==> src/rtl/ctrl_bit_skid_feeder_pkg.sv <==
// Shared types and helpers for the control-bit skid feeder.
package ctrl_bit_skid_feeder_pkg;

    // Field order puts a in bit 0, so a packed 3-bit vector maps
    // directly onto {c, b, a}.
    typedef struct packed {
        logic c;
        logic b;
        logic a;
    } ctrl_bits_t;

    localparam ctrl_bits_t CTRL_DEFAULT = '{c: 1'b0, b: 1'b0, a: 1'b0};

    // A field takes the producer's value only when its mask bit is set.
    // Otherwise it takes the per-field default.
    function automatic ctrl_bits_t resolve(
        input logic [2:0] data,
        input logic [2:0] mask,
        input ctrl_bits_t dflt
    );
        ctrl_bits_t r;
        r.a = mask[0] ? data[0] : dflt.a;
        r.b = mask[1] ? data[1] : dflt.b;
        r.c = mask[2] ? data[2] : dflt.c;
        return r;
    endfunction

endpackage

==> src/rtl/ctrl_bit_skid_feeder_if.sv <==
// Handshake bundle between the producer, the feeder and the consumer.
interface ctrl_bit_skid_feeder_if;
    logic       i_valid;
    logic       o_ready;
    logic [2:0] i_data;
    logic [2:0] i_mask;
    logic       o_valid;
    logic       i_ready;
    logic       o_a;
    logic       o_b;
    logic       o_c;
    logic       i_d;

    // Environment side: it drives the producer and consumer signals.
    modport master (
        output i_valid, i_data, i_mask, i_ready, i_d,
        input  o_ready, o_valid, o_a, o_b, o_c
    );

    // Feeder side.
    modport slave (
        input  i_valid, i_data, i_mask, i_ready, i_d,
        output o_ready, o_valid, o_a, o_b, o_c
    );
endinterface

==> src/rtl/ctrl_bit_skid_feeder_sat_counter.sv <==
// Saturating up-counter with a synchronous clear that beats the increment.
module sat_counter #(
    parameter int WIDTH = 8
) (
    input  logic             i_clk,
    input  logic             i_rst,
    input  logic             i_clear,
    input  logic             i_inc,
    output logic [WIDTH-1:0] o_count
);

    localparam logic [WIDTH-1:0] MAX_COUNT = {WIDTH{1'b1}};

    logic [WIDTH-1:0] count_r;
    logic [WIDTH-1:0] count_s;

    // Next count: clear first, then increment only below the ceiling.
    always_comb begin
        count_s = count_r;
        if (i_clear) begin
            count_s = {WIDTH{1'b0}};
        end else if (i_inc && (count_r != MAX_COUNT)) begin
            count_s = count_r + WIDTH'(1'b1);
        end else begin
            count_s = count_r;
        end
    end

    // Count register with synchronous active-low reset.
    always_ff @(posedge i_clk) begin
        if (!i_rst) begin
            count_r <= {WIDTH{1'b0}};
        end else begin
            count_r <= count_s;
        end
    end

    assign o_count = count_r;

endmodule

==> src/rtl/ctrl_bit_skid_feeder.sv <==
// Control-bit feeder: resolves masked fields, buffers two words in a
// skid buffer and counts consumer results equal to 1.
module ctrl_bit_skid_feeder
    import ctrl_bit_skid_feeder_pkg::*;
#(
    parameter logic DEFAULT_A = 1'b0,
    parameter logic DEFAULT_B = 1'b0,
    parameter logic DEFAULT_C = 1'b0,
    parameter int   CNT_WIDTH = 8
) (
    input  logic                      i_clk,
    input  logic                      i_rst,
    input  logic                      i_clear,
    output logic [CNT_WIDTH-1:0]      o_ones,
    ctrl_bit_skid_feeder_if.slave     bus
);

    typedef enum logic [1:0] {
        ST_EMPTY = 2'b00,
        ST_ONE   = 2'b01,
        ST_TWO   = 2'b10
    } occ_state_t;

    localparam ctrl_bits_t DFLT = '{c: DEFAULT_C, b: DEFAULT_B, a: DEFAULT_A};

    occ_state_t state_r, state_s;
    ctrl_bits_t main_r, main_s;
    ctrl_bits_t skid_r, skid_s;
    logic       valid_r, valid_s;
    logic       ready_r, ready_s;
    logic       in_xfer_s;
    logic       out_xfer_s;
    ctrl_bits_t incoming_s;

    assign in_xfer_s  = bus.i_valid & ready_r;
    assign out_xfer_s = valid_r & bus.i_ready;
    assign incoming_s = resolve(bus.i_data, bus.i_mask, DFLT);

    // Occupancy next-state and entry updates. Main returns to the defaults
    // whenever the buffer empties, so idle outputs never show stale data.
    always_comb begin
        state_s = state_r;
        main_s  = main_r;
        skid_s  = skid_r;
        case (state_r)
            ST_EMPTY: begin
                if (in_xfer_s) begin
                    main_s  = incoming_s;
                    state_s = ST_ONE;
                end else begin
                    state_s = ST_EMPTY;
                end
            end
            ST_ONE: begin
                case ({in_xfer_s, out_xfer_s})
                    2'b10: begin
                        skid_s  = incoming_s;
                        state_s = ST_TWO;
                    end
                    2'b01: begin
                        main_s  = DFLT;
                        state_s = ST_EMPTY;
                    end
                    2'b11: begin
                        main_s  = incoming_s;
                        state_s = ST_ONE;
                    end
                    default: begin
                        state_s = ST_ONE;
                    end
                endcase
            end
            ST_TWO: begin
                if (out_xfer_s) begin
                    main_s  = skid_r;
                    skid_s  = DFLT;
                    state_s = ST_ONE;
                end else begin
                    state_s = ST_TWO;
                end
            end
            default: begin
                main_s  = DFLT;
                skid_s  = DFLT;
                state_s = ST_EMPTY;
            end
        endcase
        valid_s = (state_s != ST_EMPTY);
        ready_s = (state_s != ST_TWO);
    end

    // State, buffer entries and handshake outputs are all registered.
    always_ff @(posedge i_clk) begin
        if (!i_rst) begin
            state_r <= ST_EMPTY;
            main_r  <= DFLT;
            skid_r  <= DFLT;
            valid_r <= 1'b0;
            ready_r <= 1'b1;
        end else begin
            state_r <= state_s;
            main_r  <= main_s;
            skid_r  <= skid_s;
            valid_r <= valid_s;
            ready_r <= ready_s;
        end
    end

    assign bus.o_valid = valid_r;
    assign bus.o_ready = ready_r;
    assign bus.o_a     = main_r.a;
    assign bus.o_b     = main_r.b;
    assign bus.o_c     = main_r.c;

    sat_counter #(
        .WIDTH (CNT_WIDTH)
    ) u_ones (
        .i_clk   (i_clk),
        .i_rst   (i_rst),
        .i_clear (i_clear),
        .i_inc   (out_xfer_s & bus.i_d),
        .o_count (o_ones)
    );

endmodule

==> src/flat_wrapper.sv <==
// flat-port wrapper written by rule: the top's interface ports become plain ports
module ctrl_bit_skid_feeder_flat import ctrl_bit_skid_feeder_pkg::*;
#(
    parameter logic DEFAULT_A = 1'b0,
    parameter logic DEFAULT_B = 1'b0,
    parameter logic DEFAULT_C = 1'b0,
    parameter int   CNT_WIDTH = 8
)
  (i_clk, i_rst, i_clear, o_ones, bus_i_valid, bus_i_data, bus_i_mask, bus_i_ready, bus_i_d, bus_o_ready, bus_o_valid, bus_o_a, bus_o_b, bus_o_c);
  ctrl_bit_skid_feeder_if bus_i ();
  input  logic i_clk;
  input  logic i_rst;
  input  logic i_clear;
  output logic [CNT_WIDTH-1:0] o_ones;
  input wire logic [$bits(bus_i.i_valid)-1:0] bus_i_valid;
  input wire logic [$bits(bus_i.i_data)-1:0] bus_i_data;
  input wire logic [$bits(bus_i.i_mask)-1:0] bus_i_mask;
  input wire logic [$bits(bus_i.i_ready)-1:0] bus_i_ready;
  input wire logic [$bits(bus_i.i_d)-1:0] bus_i_d;
  output wire logic [$bits(bus_i.o_ready)-1:0] bus_o_ready;
  output wire logic [$bits(bus_i.o_valid)-1:0] bus_o_valid;
  output wire logic [$bits(bus_i.o_a)-1:0] bus_o_a;
  output wire logic [$bits(bus_i.o_b)-1:0] bus_o_b;
  output wire logic [$bits(bus_i.o_c)-1:0] bus_o_c;
  assign bus_i.i_valid = bus_i_valid;
  assign bus_i.i_data = bus_i_data;
  assign bus_i.i_mask = bus_i_mask;
  assign bus_i.i_ready = bus_i_ready;
  assign bus_i.i_d = bus_i_d;
  assign bus_o_ready = bus_i.o_ready;
  assign bus_o_valid = bus_i.o_valid;
  assign bus_o_a = bus_i.o_a;
  assign bus_o_b = bus_i.o_b;
  assign bus_o_c = bus_i.o_c;
  ctrl_bit_skid_feeder #(.DEFAULT_A(DEFAULT_A), .DEFAULT_B(DEFAULT_B), .DEFAULT_C(DEFAULT_C), .CNT_WIDTH(CNT_WIDTH)) u_core (.i_clk(i_clk), .i_rst(i_rst), .i_clear(i_clear), .o_ones(o_ones), .bus(bus_i));
endmodule
==> config.mk <==
export PLATFORM = sky130hd
export DESIGN_NAME = ctrl_bit_skid_feeder_flat
export DESIGN_NICKNAME = d
export VERILOG_FILES = /design/src/rtl/ctrl_bit_skid_feeder_pkg.sv /design/src/rtl/ctrl_bit_skid_feeder_if.sv /design/src/rtl/ctrl_bit_skid_feeder_sat_counter.sv /design/src/rtl/ctrl_bit_skid_feeder.sv /design/src/flat_wrapper.sv
export SDC_FILE = /design/constraint.sdc
export NUM_CORES = 1
export LEC_CHECK = 0
export ABC_AREA = 1
export ABC_CLOCK_PERIOD_IN_PS = 1400
export CAP_MARGIN = 15
export CORE_MARGIN = 2
export CORE_UTILIZATION = 47
export CTS_BUF_LIST = sky130_fd_sc_hd__clkbuf_8 sky130_fd_sc_hd__clkbuf_16
export CTS_CLUSTER_DIAMETER = 150
export CTS_CLUSTER_SIZE = 24
export DETAILED_ROUTE_END_ITERATION = 16
export GPL_TIMING_DRIVEN = 0
export HOLD_SLACK_MARGIN = 0.1
export PLACE_DENSITY_LB_ADDON = 0.08
export SKIP_LAST_GASP = 1
export SLEW_MARGIN = 20
export SYNTH_ARGS = -nofsm -noshare
export SYNTH_HDL_FRONTEND = slang
export SYNTH_SLANG_ARGS = --single-unit
==> constraint.sdc <==
create_clock -name i_clk -period 1.4 [get_ports i_clk]
set_input_delay 0.14 -clock i_clk [delete_from_list [all_inputs] [get_ports i_clk]]
set_output_delay 0.14 -clock i_clk [all_outputs]
set_load 0.01 [all_outputs]
==> report_table.html, run 1 <==
<table>
<tr><th>Metric</th><th>Value</th></tr>
<tr><th colspan="2">Run status</th></tr>
<tr><td>Status</td><td>complete, no violations</td></tr>
<tr><th colspan="2">Route</th></tr>
<tr><td>Routed Wire Length</td><td>2.30 mm</td></tr>
<tr><td>Number of detailed-routing iterations run before antenna repair</td><td>4</td></tr>
<tr><td>Final antenna-violating net count</td><td>0</td></tr>
<tr><td>Post-route DRC violation count</td><td>0</td></tr>
<tr><td>Via-to-Cell Ratio</td><td>4.86</td></tr>
<tr><td>Via Count</td><td>996</td></tr>
<tr><td>Routed wire per std cell</td><td>11.2 um</td></tr>
<tr><td>Drt first-iter violations</td><td>14</td></tr>
<tr><th colspan="2">STA</th></tr>
<tr><td>Max-slew headroom</td><td>73.6%</td></tr>
<tr><td>Clock period minus final worst setup slack</td><td>1.34 ns</td></tr>
<tr><td>Worst-Margin Slew</td><td>0.395 ns</td></tr>
<tr><td>Maximum clock frequency</td><td>745 MHz</td></tr>
<tr><td>Final-layout worst hold slack</td><td>0.465 ns</td></tr>
<tr><td>Final Hold Violating Endpoints</td><td>0</td></tr>
<tr><td>Final setup violation count</td><td>0</td></tr>
<tr><td>Skew final</td><td>0.00262 ns</td></tr>
<tr><td>Setup repair after global routing missed its margin</td><td>no</td></tr>
<tr><td>Final period util</td><td>95.8%</td></tr>
<tr><td>Pins over their slew limit</td><td>0</td></tr>
<tr><td>Sum of negative setup slack</td><td>0 ns</td></tr>
<tr><th colspan="2">Synth</th></tr>
<tr><td>Mean instance size in the synthesized netlist</td><td>6.68 um^2</td></tr>
<tr><td>Share of Yosys cell area claimed by the top area cell type</td><td>36.5%</td></tr>
<tr><td>Total nets after synthesis</td><td>162</td></tr>
<tr><td>Post-synth ARST share</td><td>0%</td></tr>
<tr><td>Sequential cell area fraction in the yosys report</td><td>36.5%</td></tr>
<tr><td>Commonest register cell after synthesis</td><td>dfxtp_1</td></tr>
<tr><td>Number of enable flip-flop cells after synthesis</td><td>0</td></tr>
<tr><td>Register bit count reported by yosys</td><td>18</td></tr>
<tr><td>Most frequent cell after synthesis</td><td>nand2_1</td></tr>
<tr><td>Library cell with the largest summed area after synthesis</td><td>dfxtp_1</td></tr>
<tr><td>Top post-synthesis cells by count</td><td>44 x nand2_1, 18 x dfxtp_1, 15 x nor2_1, 14 x inv_1, 14 x nand3_1</td></tr>
<tr><td>Cell Area, Synth</td><td>988 um^2</td></tr>
<tr><td>Synthesized instance count</td><td>148</td></tr>
<tr><td>Synth area leaders</td><td>dfxtp_1 36%, nand2_1 17%, nand3_1 7.1%, nor2_1 5.7%, a21oi_1 5.6%</td></tr>
<tr><td>Ys Warns</td><td>0</td></tr>
<tr><td>Cell variety after synth</td><td>16</td></tr>
<tr><th colspan="2">Worst setup path</th></tr>
<tr><td>Worst reg2reg path endpoint</td><td>u_core.bus.o_valid</td></tr>
<tr><td>Flop-to-flop setup slack</td><td>0.09 ns</td></tr>
<tr><td>Crit path launch type</td><td>flip-flop</td></tr>
<tr><td>Worst Reg-to-Reg Cells</td><td>8</td></tr>
<tr><td>Crit path capture type</td><td>output pin</td></tr>
<tr><td>Biggest cell delay along the critical path</td><td>0.56 ns</td></tr>
<tr><td>Arr. time, crit path</td><td>1.20 ns</td></tr>
<tr><td>Setup Crit Path Kind</td><td>reg -&gt; out</td></tr>
<tr><td>Ordered list of cells on the worst path</td><td>clkdlybuf4s50_1</td></tr>
<tr><td>Endpoint required time on the critical path</td><td>1.26 ns</td></tr>
<tr><td>Worst path buffer plus inverter count</td><td>1</td></tr>
<tr><td>FF-to-FF Start</td><td>u_core.bus.o_valid</td></tr>
<tr><td>Maximum net fanout on the critical path</td><td>4</td></tr>
<tr><td>Slowest cell on the critical path</td><td>clkdlybuf4s50_1</td></tr>
<tr><td>Kind of cell adding the most delay to the critical path</td><td>buffers and inverters</td></tr>
<tr><th colspan="2">Die</th></tr>
<tr><td>Die X</td><td>49.9 um</td></tr>
<tr><td>Die H</td><td>49.9 um</td></tr>
<tr><td>Core area</td><td>0.00198 mm^2</td></tr>
<tr><td>Row count</td><td>16</td></tr>
<tr><td>IO Count</td><td>25</td></tr>
<tr><td>Die Footprint</td><td>0.00249 mm^2</td></tr>
<tr><td>Initial cell density of the core</td><td>49.9%</td></tr>
<tr><th colspan="2">Power</th></tr>
<tr><td>PwrDens</td><td>856 mW/mm^2</td></tr>
<tr><td>Maximum vdd ir drop</td><td>0.000842 V</td></tr>
<tr><td>Static Leak</td><td>0.542 nW</td></tr>
<tr><td>Post-route total power</td><td>1.17 mW</td></tr>
<tr><th colspan="2">Clock tree</th></tr>
<tr><td>Cell at the root of the clock tree</td><td>clkbuf_8</td></tr>
<tr><td>Num CTS Buffers</td><td>3</td></tr>
<tr><td>Maximum buffer depth of the clock tree</td><td>2</td></tr>
<tr><td>Clock-pin transition on the worst setup and hold timing paths</td><td>0.07 ns</td></tr>
<tr><td>H-tree Lvls</td><td>1</td></tr>
<tr><td>Worst-Skew Late Latency</td><td>0.25 ns</td></tr>
<tr><td>Clock tree from TritonCTS</td><td>built</td></tr>
<tr><td>CTS sink count</td><td>18</td></tr>
<tr><th colspan="2">Worst hold path</th></tr>
<tr><td>WHS Endpoint</td><td>u_core.skid_r[0]</td></tr>
<tr><td>Number of cells on the worst hold path</td><td>2</td></tr>
<tr><td>Startpoint of the lowest-slack hold path</td><td>u_core.skid_r[0]</td></tr>
<tr><td>Hold/Removal Path Class</td><td>reg -&gt; reg</td></tr>
<tr><th colspan="2">Layout</th></tr>
<tr><td>Share of final-layout standard cells stronger than drive strength 1</td><td>17.4%</td></tr>
<tr><td>Area Overhead vs Synth</td><td>38.2%</td></tr>
<tr><td>Number of nets in the layout</td><td>193</td></tr>
<tr><td>Final non-filler cell total</td><td>205</td></tr>
<tr><td>Filler cell count</td><td>168</td></tr>
<tr><td>Antenna diode count</td><td>0</td></tr>
<tr><th colspan="2">Global routing</th></tr>
<tr><td>Antenna violations before repair</td><td>0</td></tr>
<tr><td>Largest net degree at the start of global routing</td><td>11</td></tr>
<tr><td>Combined global-route utilization of all metal layers</td><td>20.4%</td></tr>
<tr><td>Global route total overflow</td><td>0</td></tr>
<tr><td>Wire length of the first global-routing pass</td><td>4.00 mm</td></tr>
<tr><td>Vias in the first global route</td><td>948</td></tr>
<tr><th colspan="2">Job</th></tr>
<tr><td>Max-cap check violation count</td><td>0</td></tr>
<tr><th colspan="2">Placement</th></tr>
<tr><td>Number of instances in the placed design</td><td>199</td></tr>
<tr><td>Count of buffers from port buffering</td><td>24</td></tr>
<tr><td>GPL Wtd Cong</td><td>0.791</td></tr>
<tr><td>Sum of net half-perimeters after detailed placement</td><td>1.73 mm</td></tr>
</table>
## cell families after synthesis
logic type      after synthesis  synth area share [%]
compound gates               15                  7.59
simple gates                 92                  43.9
buf+inv                      18                  6.83
xor+xnor                      3                  2.66
fa+ha+maj                     2                  2.53
flops                        18                  36.5
## metrics by stage
step | worst slack (ns) | util (%) | instance area, um^2
after floorplan | 0.110 | - | 988
after global placement | -0.181 | 63.7 | 1260
after detailed placement | -0.214 | 63.7 | 1260
after CTS | 0.00283 | 66.5 | 1320
after global routing | 0.000575 | 68.9 | 1370
final | 0.0583 | 68.9 | 1370
## worst max-delay path by stage
stage	start	endpoint	slack [ns]	depth (start not counted)
global placement	bus_i_ready	u_core.bus.o_valid	-0.18	9
finish	u_core.u_ones.o_count[3]	o_ones[3]	0.06	1
detailed placement	bus_i_ready	u_core.bus.o_valid	-0.21	9
floorplan	u_core.u_ones.o_count[1]	u_core.u_ones.o_count[0]	0.11	8
global route	u_core.bus.o_valid	u_core.bus.o_valid	0.0006	8
CTS	u_core.u_ones.o_count[1]	u_core.u_ones.o_count[4]	0.003	8
## where the power goes
group	total (mW)	internal, mW	switching (mW)
clock	0.412	0.249	0.163
combinational	0.209	0.0930	0.116
sequential	0.548	0.528	0.0203
## worst min-delay path: cells and delay by family, from the launching register on
kind,cells,cell delay [ns]
AO/OA/AOI/OAI,1,0.05
flip-flops,1,0.31
AND/OR/NAND/NOR,1,0.06
## per-layer routing
metal | share of wire, % | global-route usage, % | routed length, um | vias up
li1 | - | - | - | 530
met1 | 44 | 23.6 | 1010 | 444
met2 | 51 | 36.9 | 1180 | 17
met3 | 3.0 | 3.33 | 68 | 5
met4 | 1.6 | 8.33 | 36 | 0
met5 | 0 | 0 | 0 | -
## layout make-up
cell class	instances	area, um^2	area share, %
timing repair buffer	26	254	18.6
multi-input combinational	112	587	42.9
sequential	18	369	27.0
tap	27	33.8	2.47
clock buffer	4	55.1	4.03
inverter	18	67.6	4.95
## cell usage in the layout (no fill, tap or decap)
| cell | synthesis | final |
|---|---|---|
| nand4_1 | 5 | 5 |
| inv_1 | 14 | 14 |
| ha_1 | 2 | 1 |
| clkbuf_8 | 0 | 4 |
| xor2_1 | 3 | 3 |
| nor2_4 | 2 | 3 |
| a21oi_1 | 11 | 10 |
| o21ai_1 | 4 | 4 |
| dlygate4sd2_1 | 0 | 1 |
| dfxtp_1 | 18 | 15 |
| nand2_1 | 44 | 42 |
| nand2_2 | 4 | 6 |
| nand2_4 | 2 | 2 |
| dfxtp_2 | 0 | 1 |
| ha_4 | 0 | 1 |
| dfxtp_4 | 0 | 2 |
| buf_4 | 0 | 2 |
| inv_2 | 4 | 4 |
| nor2_1 | 15 | 15 |
| clkdlybuf4s50_1 | 0 | 23 |
| nand3_2 | 1 | 1 |
| a21oi_2 | 0 | 1 |
| nor2_2 | 5 | 4 |
| nand3_1 | 14 | 14 |
## flip-flops by register name, indices dropped and copies added, names as in the netlist
register               count
u_core.bus.o_b             1
u_core.bus.o_ready         1
u_core.u_ones.o_count      8
u_core.bus.o_c             1
u_core.bus.o_valid         1
u_core.state_r             2
u_core.skid_r              3
u_core.bus.o_a             1
## what timing repair did
action,in CTS,in global routing
hold buffers,0,0
resized for setup,2,10
pin swaps,0,3
setup endpoints to repair,2,12
buffers inserted,0,2
(Power assumes the default switching activity.)
==> inputs of run 2 (changes only) <==
--- a/config.mk
+++ b/config.mk
@@ -7,8 +7,7 @@
 export LEC_CHECK = 0
 export ABC_AREA = 1
-export ABC_CLOCK_PERIOD_IN_PS = 1400
 export CAP_MARGIN = 15
 export CORE_MARGIN = 2
-export CORE_UTILIZATION = 47
+export CORE_UTILIZATION = 51
 export CTS_BUF_LIST = sky130_fd_sc_hd__clkbuf_8 sky130_fd_sc_hd__clkbuf_16
 export CTS_CLUSTER_DIAMETER = 150
==> constraint.sdc (replaced) <==
create_clock -name i_clk -period 1.7 [get_ports i_clk]
set_input_delay 0.425 -clock i_clk [delete_from_list [all_inputs] [get_ports i_clk]]
set_output_delay 0.425 -clock i_clk [all_outputs]
set_load 0.01 [all_outputs]
==> run 2 against run 1 <==
  * Register-to-register slack better by 0.23 ns
  * Clock skew hardly changed
  * Clock power is 16% lower
  * Total power is 17% lower
  * Worst setup slack better by 0.011 ns
  * Via count is 3.8% higher
  * Critical endpoint is now o_ones[1]
==> report_table.html, run 2 (synthesis gave the netlist of run 1 again) <==
<table>
<tr><th>Metric</th><th>Value</th></tr>
<tr><th colspan="2">Run status</th></tr>
<tr><td>Status</td><td>complete, no violations</td></tr>
<tr><th colspan="2">Placement</th></tr>
<tr><td>Sum of net half-perimeters after detailed placement</td><td>1.73 mm</td></tr>
<tr><td>Count of buffers from port buffering</td><td>24</td></tr>
<tr><td>Number of instances in the placed design</td><td>197</td></tr>
<tr><td>GPL Wtd Cong</td><td>0.805</td></tr>
<tr><th colspan="2">Die</th></tr>
<tr><td>Die Footprint</td><td>0.00231 mm^2</td></tr>
<tr><td>Initial cell density of the core</td><td>55.4%</td></tr>
<tr><td>Die H</td><td>48.0 um</td></tr>
<tr><td>Die X</td><td>48.0 um</td></tr>
<tr><td>IO Count</td><td>25</td></tr>
<tr><td>Core area</td><td>0.00178 mm^2</td></tr>
<tr><td>Row count</td><td>15</td></tr>
<tr><th colspan="2">Clock tree</th></tr>
<tr><td>Worst-Skew Late Latency</td><td>0.25 ns</td></tr>
<tr><td>CTS sink count</td><td>18</td></tr>
<tr><td>Num CTS Buffers</td><td>3</td></tr>
<tr><td>Hold buffer count at CTS</td><td>0</td></tr>
<tr><td>Clock tree from TritonCTS</td><td>built</td></tr>
<tr><td>H-tree Lvls</td><td>1</td></tr>
<tr><td>Maximum buffer depth of the clock tree</td><td>2</td></tr>
<tr><td>Buffer count from post-CTS setup fixing</td><td>0</td></tr>
<tr><td>Number of gates given a new drive strength after cts</td><td>0</td></tr>
<tr><td>Clock-pin transition on the worst setup and hold timing paths</td><td>0.07 ns</td></tr>
<tr><td>Cell at the root of the clock tree</td><td>clkbuf_8</td></tr>
<tr><th colspan="2">Power</th></tr>
<tr><td>Maximum vdd ir drop</td><td>0.000852 V</td></tr>
<tr><td>Static Leak</td><td>0.529 nW</td></tr>
<tr><td>Switching share of power</td><td>26.1%</td></tr>
<tr><td>Part of the power in combinational logic</td><td>17.7%</td></tr>
<tr><td>Switching Power</td><td>254 uW</td></tr>
<tr><td>Internal Dissipation</td><td>717 uW</td></tr>
<tr><td>PwrDens</td><td>734 mW/mm^2</td></tr>
<tr><td>Relative contribution of sequential cells to total power</td><td>46.7%</td></tr>
<tr><td>Clk pwr share</td><td>35.5%</td></tr>
<tr><th colspan="2">Route</th></tr>
<tr><td>Via Count</td><td>1,034</td></tr>
<tr><td>Final antenna-violating net count</td><td>0</td></tr>
<tr><td>Drt first-iter violations</td><td>21</td></tr>
<tr><td>Via-to-Cell Ratio</td><td>5.14</td></tr>
<tr><td>Routed Wire Length</td><td>2.29 mm</td></tr>
<tr><td>Routed wire per std cell</td><td>11.4 um</td></tr>
<tr><td>Number of detailed-routing iterations run before antenna repair</td><td>5</td></tr>
<tr><td>Post-route DRC violation count</td><td>0</td></tr>
<tr><th colspan="2">Layout</th></tr>
<tr><td>Share of final-layout standard cells stronger than drive strength 1</td><td>14.2%</td></tr>
<tr><td>Leading cell types in the layout, fill and taps excluded</td><td>44 x nand2_1, 24 x clkdlybuf4s50_1, 16 x dfxtp_1, 15 x nor2_1</td></tr>
<tr><td>Final Core Density</td><td>74.1%</td></tr>
<tr><td>Final non-filler cell total</td><td>201</td></tr>
<tr><td>Max reg flops</td><td>8</td></tr>
<tr><td>Antenna diode count</td><td>0</td></tr>
<tr><td>Area Overhead vs Synth</td><td>33.7%</td></tr>
<tr><td>Filler cell count</td><td>146</td></tr>
<tr><td>Number of nets in the layout</td><td>191</td></tr>
<tr><td>Leading cell type in the layout, fill and taps excluded</td><td>nand2_1</td></tr>
<tr><th colspan="2">Worst setup path</th></tr>
<tr><td>Slowest cell on the critical path</td><td>clkdlybuf4s50_1</td></tr>
<tr><td>Flop-to-flop setup slack</td><td>0.32 ns</td></tr>
<tr><td>Biggest cell delay along the critical path</td><td>0.56 ns</td></tr>
<tr><td>Endpoint required time on the critical path</td><td>1.27 ns</td></tr>
<tr><td>Worst path buffer plus inverter count</td><td>1</td></tr>
<tr><td>Kind of cell adding the most delay to the critical path</td><td>buffers and inverters</td></tr>
<tr><td>Ordered list of cells on the worst path</td><td>clkdlybuf4s50_1</td></tr>
<tr><td>Crit path capture type</td><td>output pin</td></tr>
<tr><td>Arr. time, crit path</td><td>1.21 ns</td></tr>
<tr><td>Setup Crit Path Kind</td><td>reg -&gt; out</td></tr>
<tr><td>Crit path launch type</td><td>flip-flop</td></tr>
<tr><td>Maximum net fanout on the critical path</td><td>5</td></tr>
<tr><th colspan="2">STA</th></tr>
<tr><td>Worst-Margin Slew</td><td>0.354 ns</td></tr>
<tr><td>Pins over their slew limit</td><td>0</td></tr>
<tr><td>Skew final</td><td>0.00247 ns</td></tr>
<tr><td>Setup repair after global routing missed its margin</td><td>no</td></tr>
<tr><td>Final-layout worst hold slack</td><td>0.471 ns</td></tr>
<tr><td>Max-slew headroom</td><td>76.3%</td></tr>
<tr><td>Final period util</td><td>95.9%</td></tr>
<tr><td>Maximum clock frequency</td><td>613 MHz</td></tr>
<tr><td>Final Hold Violating Endpoints</td><td>0</td></tr>
<tr><td>Clock period minus final worst setup slack</td><td>1.63 ns</td></tr>
<tr><td>Final setup violation count</td><td>0</td></tr>
<tr><th colspan="2">Global routing</th></tr>
<tr><td>Largest net degree at the start of global routing</td><td>11</td></tr>
<tr><td>Global route total overflow</td><td>0</td></tr>
<tr><td>Vias in the first global route</td><td>888</td></tr>
<tr><td>Wire length of the first global-routing pass</td><td>3.69 mm</td></tr>
<tr><td>Combined global-route utilization of all metal layers</td><td>23.1%</td></tr>
<tr><td>Antenna violations before repair</td><td>0</td></tr>
<tr><th colspan="2">Worst hold path</th></tr>
<tr><td>Hold/Removal Path Class</td><td>reg -&gt; reg</td></tr>
<tr><th colspan="2">Job</th></tr>
<tr><td>Max-cap check violation count</td><td>0</td></tr>
</table>
-- run 2: layout make-up --
type	instances	area, um^2	area share, %
Multi-Input combinational cell	112	564	42.7
Inverter	18	67.6	5.11
Tap cell	25	31.3	2.37
Clock buffer	4	55.1	4.17
Sequential cell	18	363	27.5
Timing Repair Buffer	24	240	18.2
-- run 2: per-stage QoR --
stage               cell area [um^2]  setup WS [ns]  TNS (ns)  power, mW
floorplan                        988          0.362         0      0.560
global placement                1260         -0.168    -0.542      0.626
detailed placement              1260         -0.247    -0.926      0.631
CTS                             1320         0.0133         0      0.976
global route                    1320         0.0170         0       1.02
finish                          1320         0.0697         0      0.970
-- run 2: layer usage --
metal  wire [um]  GRT usage (%)
met1        1110           31.8
met2        1060           35.7
met3         114           7.92
met4          13           3.24
met5           0              0
-- run 2: worst paths after layout --
check / cells after the start / end / start
setup / recovery: 1 / o_ones[1] / u_core.u_ones.o_count[1]
hold / removal: 2 / u_core.skid_r[1] / u_core.skid_r[1]
setup reg to reg: 8 / u_core.u_ones.o_count[0] / u_core.u_ones.o_count[1]
hold reg to reg: 2 / u_core.skid_r[1] / u_core.skid_r[1]
-- run 2: power groups by stage --
| stage | Combinational, mW | Sequential (mW) | Clock [mW] |
|---|---|---|---|
| final | 0.172 | 0.454 | 0.345 |
| after CTS | 0.171 | 0.453 | 0.352 |
| after floorplan | 0.0944 | 0.466 | 0 |
| after global routing | 0.190 | 0.455 | 0.373 |
| after global placement | 0.163 | 0.462 | 0 |
| after detailed placement | 0.169 | 0.462 | 0 |
==> inputs of run 3 (changes only) <==
- ABC_AREA: 1 -> unset
- CORE_UTILIZATION: 51 -> 50
==> run 3 against run 2 <==
  * Global-route usage decreased by 2.9 points
  * Count of clock-buffer cells in the layout unchanged
  * Wire length down 15%
  * Hold slack improved by 0.041 ns
  * Worst setup slack worse by 0.020 ns
  * Highest routed layer unchanged
  * Core utilization is 0.49 points lower
==> report_table.html, run 3 <==
<table>
<tr><th>Metric</th><th>Value</th></tr>
<tr><th colspan="2">Layout</th></tr>
<tr><td>Sequential cell area in the final layout</td><td>363 um^2</td></tr>
<tr><td>Leading cell types in the layout, fill and taps excluded</td><td>22 x clkdlybuf4s50_1, 16 x dfxtp_1, 13 x nor2_1, 7 x nor2b_1</td></tr>
<tr><td>Footprint of the multi-input gates</td><td>541 um^2</td></tr>
<tr><td>Leading cell type in the layout, fill and taps excluded</td><td>clkdlybuf4s50_1</td></tr>
<tr><td>Number of nets in the layout</td><td>145</td></tr>
<tr><td>Max reg flops</td><td>8</td></tr>
<tr><td>Share of final-layout standard cells stronger than drive strength 1</td><td>14.6%</td></tr>
<tr><td>Area Overhead vs Synth</td><td>36.9%</td></tr>
<tr><td>Antenna diode count</td><td>0</td></tr>
<tr><td>Filler cell count</td><td>147</td></tr>
<tr><td>Final non-filler cell total</td><td>155</td></tr>
<tr><th colspan="2">Synth</th></tr>
<tr><td>Sequential cell area fraction in the yosys report</td><td>38.4%</td></tr>
<tr><td>Cell variety after synth</td><td>35</td></tr>
<tr><td>Commonest register cell after synthesis</td><td>dfxtp_1</td></tr>
<tr><td>Synth area leaders</td><td>dfxtp_1 38%, nor2_1 5.2%, nor2b_1 4.7%, xor2_1 4.7%, mux2i_1 4.3%</td></tr>
<tr><td>Top post-synthesis cells by count</td><td>18 x dfxtp_1, 13 x nor2_1, 7 x nor2b_1, 5 x and3_1, 5 x xor2_1</td></tr>
<tr><td>Total nets after synthesis</td><td>115</td></tr>
<tr><td>Synthesized instance count</td><td>101</td></tr>
<tr><td>Number of enable flip-flop cells after synthesis</td><td>0</td></tr>
<tr><td>Share of Yosys cell area claimed by the top area cell type</td><td>38.4%</td></tr>
<tr><td>Library cell with the largest summed area after synthesis</td><td>dfxtp_1</td></tr>
<tr><td>Ys Warns</td><td>0</td></tr>
<tr><td>Most frequent cell after synthesis</td><td>dfxtp_1</td></tr>
<tr><td>Cell Area, Synth</td><td>938 um^2</td></tr>
<tr><td>Post-synth ARST share</td><td>0%</td></tr>
<tr><td>Mean instance size in the synthesized netlist</td><td>9.29 um^2</td></tr>
<tr><td>Register bit count reported by yosys</td><td>18</td></tr>
<tr><th colspan="2">Worst setup path</th></tr>
<tr><td>Arr. time, crit path</td><td>1.79 ns</td></tr>
<tr><td>Maximum net fanout on the critical path</td><td>3</td></tr>
<tr><td>Biggest cell delay along the critical path</td><td>0.43 ns</td></tr>
<tr><td>Ordered list of cells on the worst path</td><td>clkdlybuf4s50_1, and2_1, ha_1, inv_1, o21ai_1, o311a_4, or2_1</td></tr>
<tr><td>Endpoint required time on the critical path</td><td>1.84 ns</td></tr>
<tr><td>Slowest cell on the critical path</td><td>clkdlybuf4s50_1</td></tr>
<tr><td>Crit path capture type</td><td>flip-flop</td></tr>
<tr><td>Kind of cell adding the most delay to the critical path</td><td>buffers and inverters</td></tr>
<tr><td>Flop-to-flop setup slack</td><td>0.12 ns</td></tr>
<tr><td>Setup Crit Path Kind</td><td>in -&gt; reg</td></tr>
<tr><td>Worst path buffer plus inverter count</td><td>2</td></tr>
<tr><td>Crit path launch type</td><td>primary input</td></tr>
<tr><th colspan="2">Route</th></tr>
<tr><td>Routed wire per std cell</td><td>12.6 um</td></tr>
<tr><td>Via Count</td><td>832</td></tr>
<tr><td>Post-route DRC violation count</td><td>0</td></tr>
<tr><td>Final antenna-violating net count</td><td>0</td></tr>
<tr><td>Number of detailed-routing iterations run before antenna repair</td><td>4</td></tr>
<tr><td>Via-to-Cell Ratio</td><td>5.37</td></tr>
<tr><td>Drt first-iter violations</td><td>9</td></tr>
<tr><td>Routed Wire Length</td><td>1.95 mm</td></tr>
<tr><th colspan="2">Worst hold path</th></tr>
<tr><td>Hold/Removal Path Class</td><td>reg -&gt; reg</td></tr>
<tr><th colspan="2">Clock tree</th></tr>
<tr><td>Cell at the root of the clock tree</td><td>clkbuf_8</td></tr>
<tr><td>CTS sink count</td><td>18</td></tr>
<tr><td>Hold buffer count at CTS</td><td>0</td></tr>
<tr><td>Maximum buffer depth of the clock tree</td><td>2</td></tr>
<tr><td>Clock tree from TritonCTS</td><td>built</td></tr>
<tr><td>H-tree Lvls</td><td>1</td></tr>
<tr><td>Worst-Skew Late Latency</td><td>0.25 ns</td></tr>
<tr><td>Clock-pin transition on the worst setup and hold timing paths</td><td>0.07 ns</td></tr>
<tr><td>Num CTS Buffers</td><td>3</td></tr>
<tr><th colspan="2">Placement</th></tr>
<tr><td>GPL Wtd Cong</td><td>0.869</td></tr>
<tr><td>Number of instances in the placed design</td><td>150</td></tr>
<tr><td>Count of buffers from port buffering</td><td>24</td></tr>
<tr><td>Worst-case setup slack after placement</td><td>-0.437 ns</td></tr>
<tr><td>Sum of net half-perimeters after detailed placement</td><td>1.43 mm</td></tr>
<tr><th colspan="2">Power</th></tr>
<tr><td>Static Leak</td><td>0.509 nW</td></tr>
<tr><td>Maximum vdd ir drop</td><td>0.000648 V</td></tr>
<tr><td>PwrDens</td><td>763 mW/mm^2</td></tr>
<tr><td>Post-route total power</td><td>981 uW</td></tr>
<tr><th colspan="2">Die</th></tr>
<tr><td>Initial cell density of the core</td><td>53.8%</td></tr>
<tr><td>Row count</td><td>15</td></tr>
<tr><td>Die X</td><td>47.3 um</td></tr>
<tr><td>Die H</td><td>47.3 um</td></tr>
<tr><td>Core area</td><td>0.00175 mm^2</td></tr>
<tr><td>Die Footprint</td><td>0.00224 mm^2</td></tr>
<tr><td>IO Count</td><td>25</td></tr>
<tr><th colspan="2">Global routing</th></tr>
<tr><td>Met2 routing resource usage after global routing</td><td>31.9%</td></tr>
<tr><td>Global route total overflow</td><td>0</td></tr>
<tr><td>Met3 track demand over resource</td><td>6.92%</td></tr>
<tr><td>Antenna violations before repair</td><td>0</td></tr>
<tr><td>Combined global-route utilization of all metal layers</td><td>20.1%</td></tr>
<tr><td>Wire length of the first global-routing pass</td><td>3.08 mm</td></tr>
<tr><td>Vias in the first global route</td><td>717</td></tr>
<tr><td>Grt met1 use</td><td>26.2%</td></tr>
<tr><td>Most utilized layer in the global route result</td><td>met2</td></tr>
<tr><td>Largest net degree at the start of global routing</td><td>11</td></tr>
<tr><th colspan="2">STA</th></tr>
<tr><td>Worst-Margin Slew</td><td>0.356 ns</td></tr>
<tr><td>Final period util</td><td>97.1%</td></tr>
<tr><td>Pins over their slew limit</td><td>0</td></tr>
<tr><td>Final worst setup slack</td><td>0.0501 ns</td></tr>
<tr><td>Skew final</td><td>0.000453 ns</td></tr>
<tr><td>Clock period minus final worst setup slack</td><td>1.65 ns</td></tr>
<tr><td>Setup repair after global routing missed its margin</td><td>yes</td></tr>
<tr><td>Maximum clock frequency</td><td>606 MHz</td></tr>
<tr><td>Final Hold Violating Endpoints</td><td>0</td></tr>
<tr><td>Final setup violation count</td><td>0</td></tr>
<tr><td>Max-slew headroom</td><td>76.3%</td></tr>
<tr><th colspan="2">Run status</th></tr>
<tr><td>Status</td><td>complete, no violations</td></tr>
<tr><th colspan="2">Job</th></tr>
<tr><td>Max-cap check violation count</td><td>0</td></tr>
</table>
run 3: cell count changes in the layout (fill, tap and decap cells not counted), moves of 4 or more:
cell     change
a21oi_1      -9
and3_1       +5
inv_1       -11
mux2i_1      +4
nand2_1     -40
nand2_2      -4
nand3_1     -13
nand4_1      -4
nor2_2       -5
nor2b_1      +7
run 3: metrics by stage:
stage | setup TNS (ns) | hold WS (ns) | util (%) | area (um^2)
after floorplan | 0 | 0.483 | - | 938
after global placement | -2.21 | 0.495 | 69.3 | 1210
after detailed placement | -2.65 | 0.509 | 69.3 | 1210
after CTS | 0 | 0.517 | 73.0 | 1270
after global routing | -0.0155 | 0.534 | 73.6 | 1280
final | 0 | 0.512 | 73.6 | 1280
run 3: cell type report:
class / instances / area share (%)
inverter: 4 / 1.17
tap: 25 / 2.43
multi-input combinational: 75 / 42.1
clock buffer: 4 / 4.28
sequential: 18 / 28.2
buffer: 3 / 1.85
timing repair buffer: 26 / 20.0
run 3: where the power goes:
part	internal (mW)	total (mW)	switching, mW
registers	0.437	0.450	0.0126
clock network	0.206	0.343	0.138
logic	0.0983	0.187	0.0892
run 3: final timing paths:
check,start,to,depth (start not counted)
setup / recovery,bus_i_valid,u_core.bus.o_valid,7
hold / removal,u_core.u_ones.o_count[6],u_core.u_ones.o_count[6],2
setup reg to reg,u_core.u_ones.o_count[0],u_core.u_ones.o_count[7],5
hold reg to reg,u_core.u_ones.o_count[6],u_core.u_ones.o_count[6],2
run 3: per-layer routing:
layer	wire length [um]	part of all wire, %
met5	0	0
met3	102	5.2
met2	917	47
met4	11	0.56
met1	922	47
run 3: worst min-delay path, delay by kind of cell (launching register included):
family,cells,cell delay (ns)
flops,1,0.32
buf+inv,1,0.08
compound gates,1,0.06
run 3: kinds of logic (layout without fill, tap and decap cells):
| logic type | after synthesis | count (layout) | synth area share, % |
|---|---|---|---|
| DFF | 18 | 18 | 38.4 |
| buffers and inverters | 8 | 37 | 4.27 |
| xor gates and xnor gates | 5 | 5 | 4.67 |
| adders and majority gates | 2 | 2 | 2.67 |
| muxes | 5 | 5 | 5.47 |
| and+or+nand+nor | 42 | 42 | 24.3 |
| AOI/OAI and AO/OA | 21 | 21 | 20.3 |
run 3: timing repair:
| item | CTS | global route |
|---|---|---|
| pin swaps | 0 | 2 |
| resized for setup | 3 | 6 |
| endpoints found under the hold margin | 0 | 0 |
| buffers inserted | 1 | 1 |
| endpoints found under the setup margin | 6 | 7 |
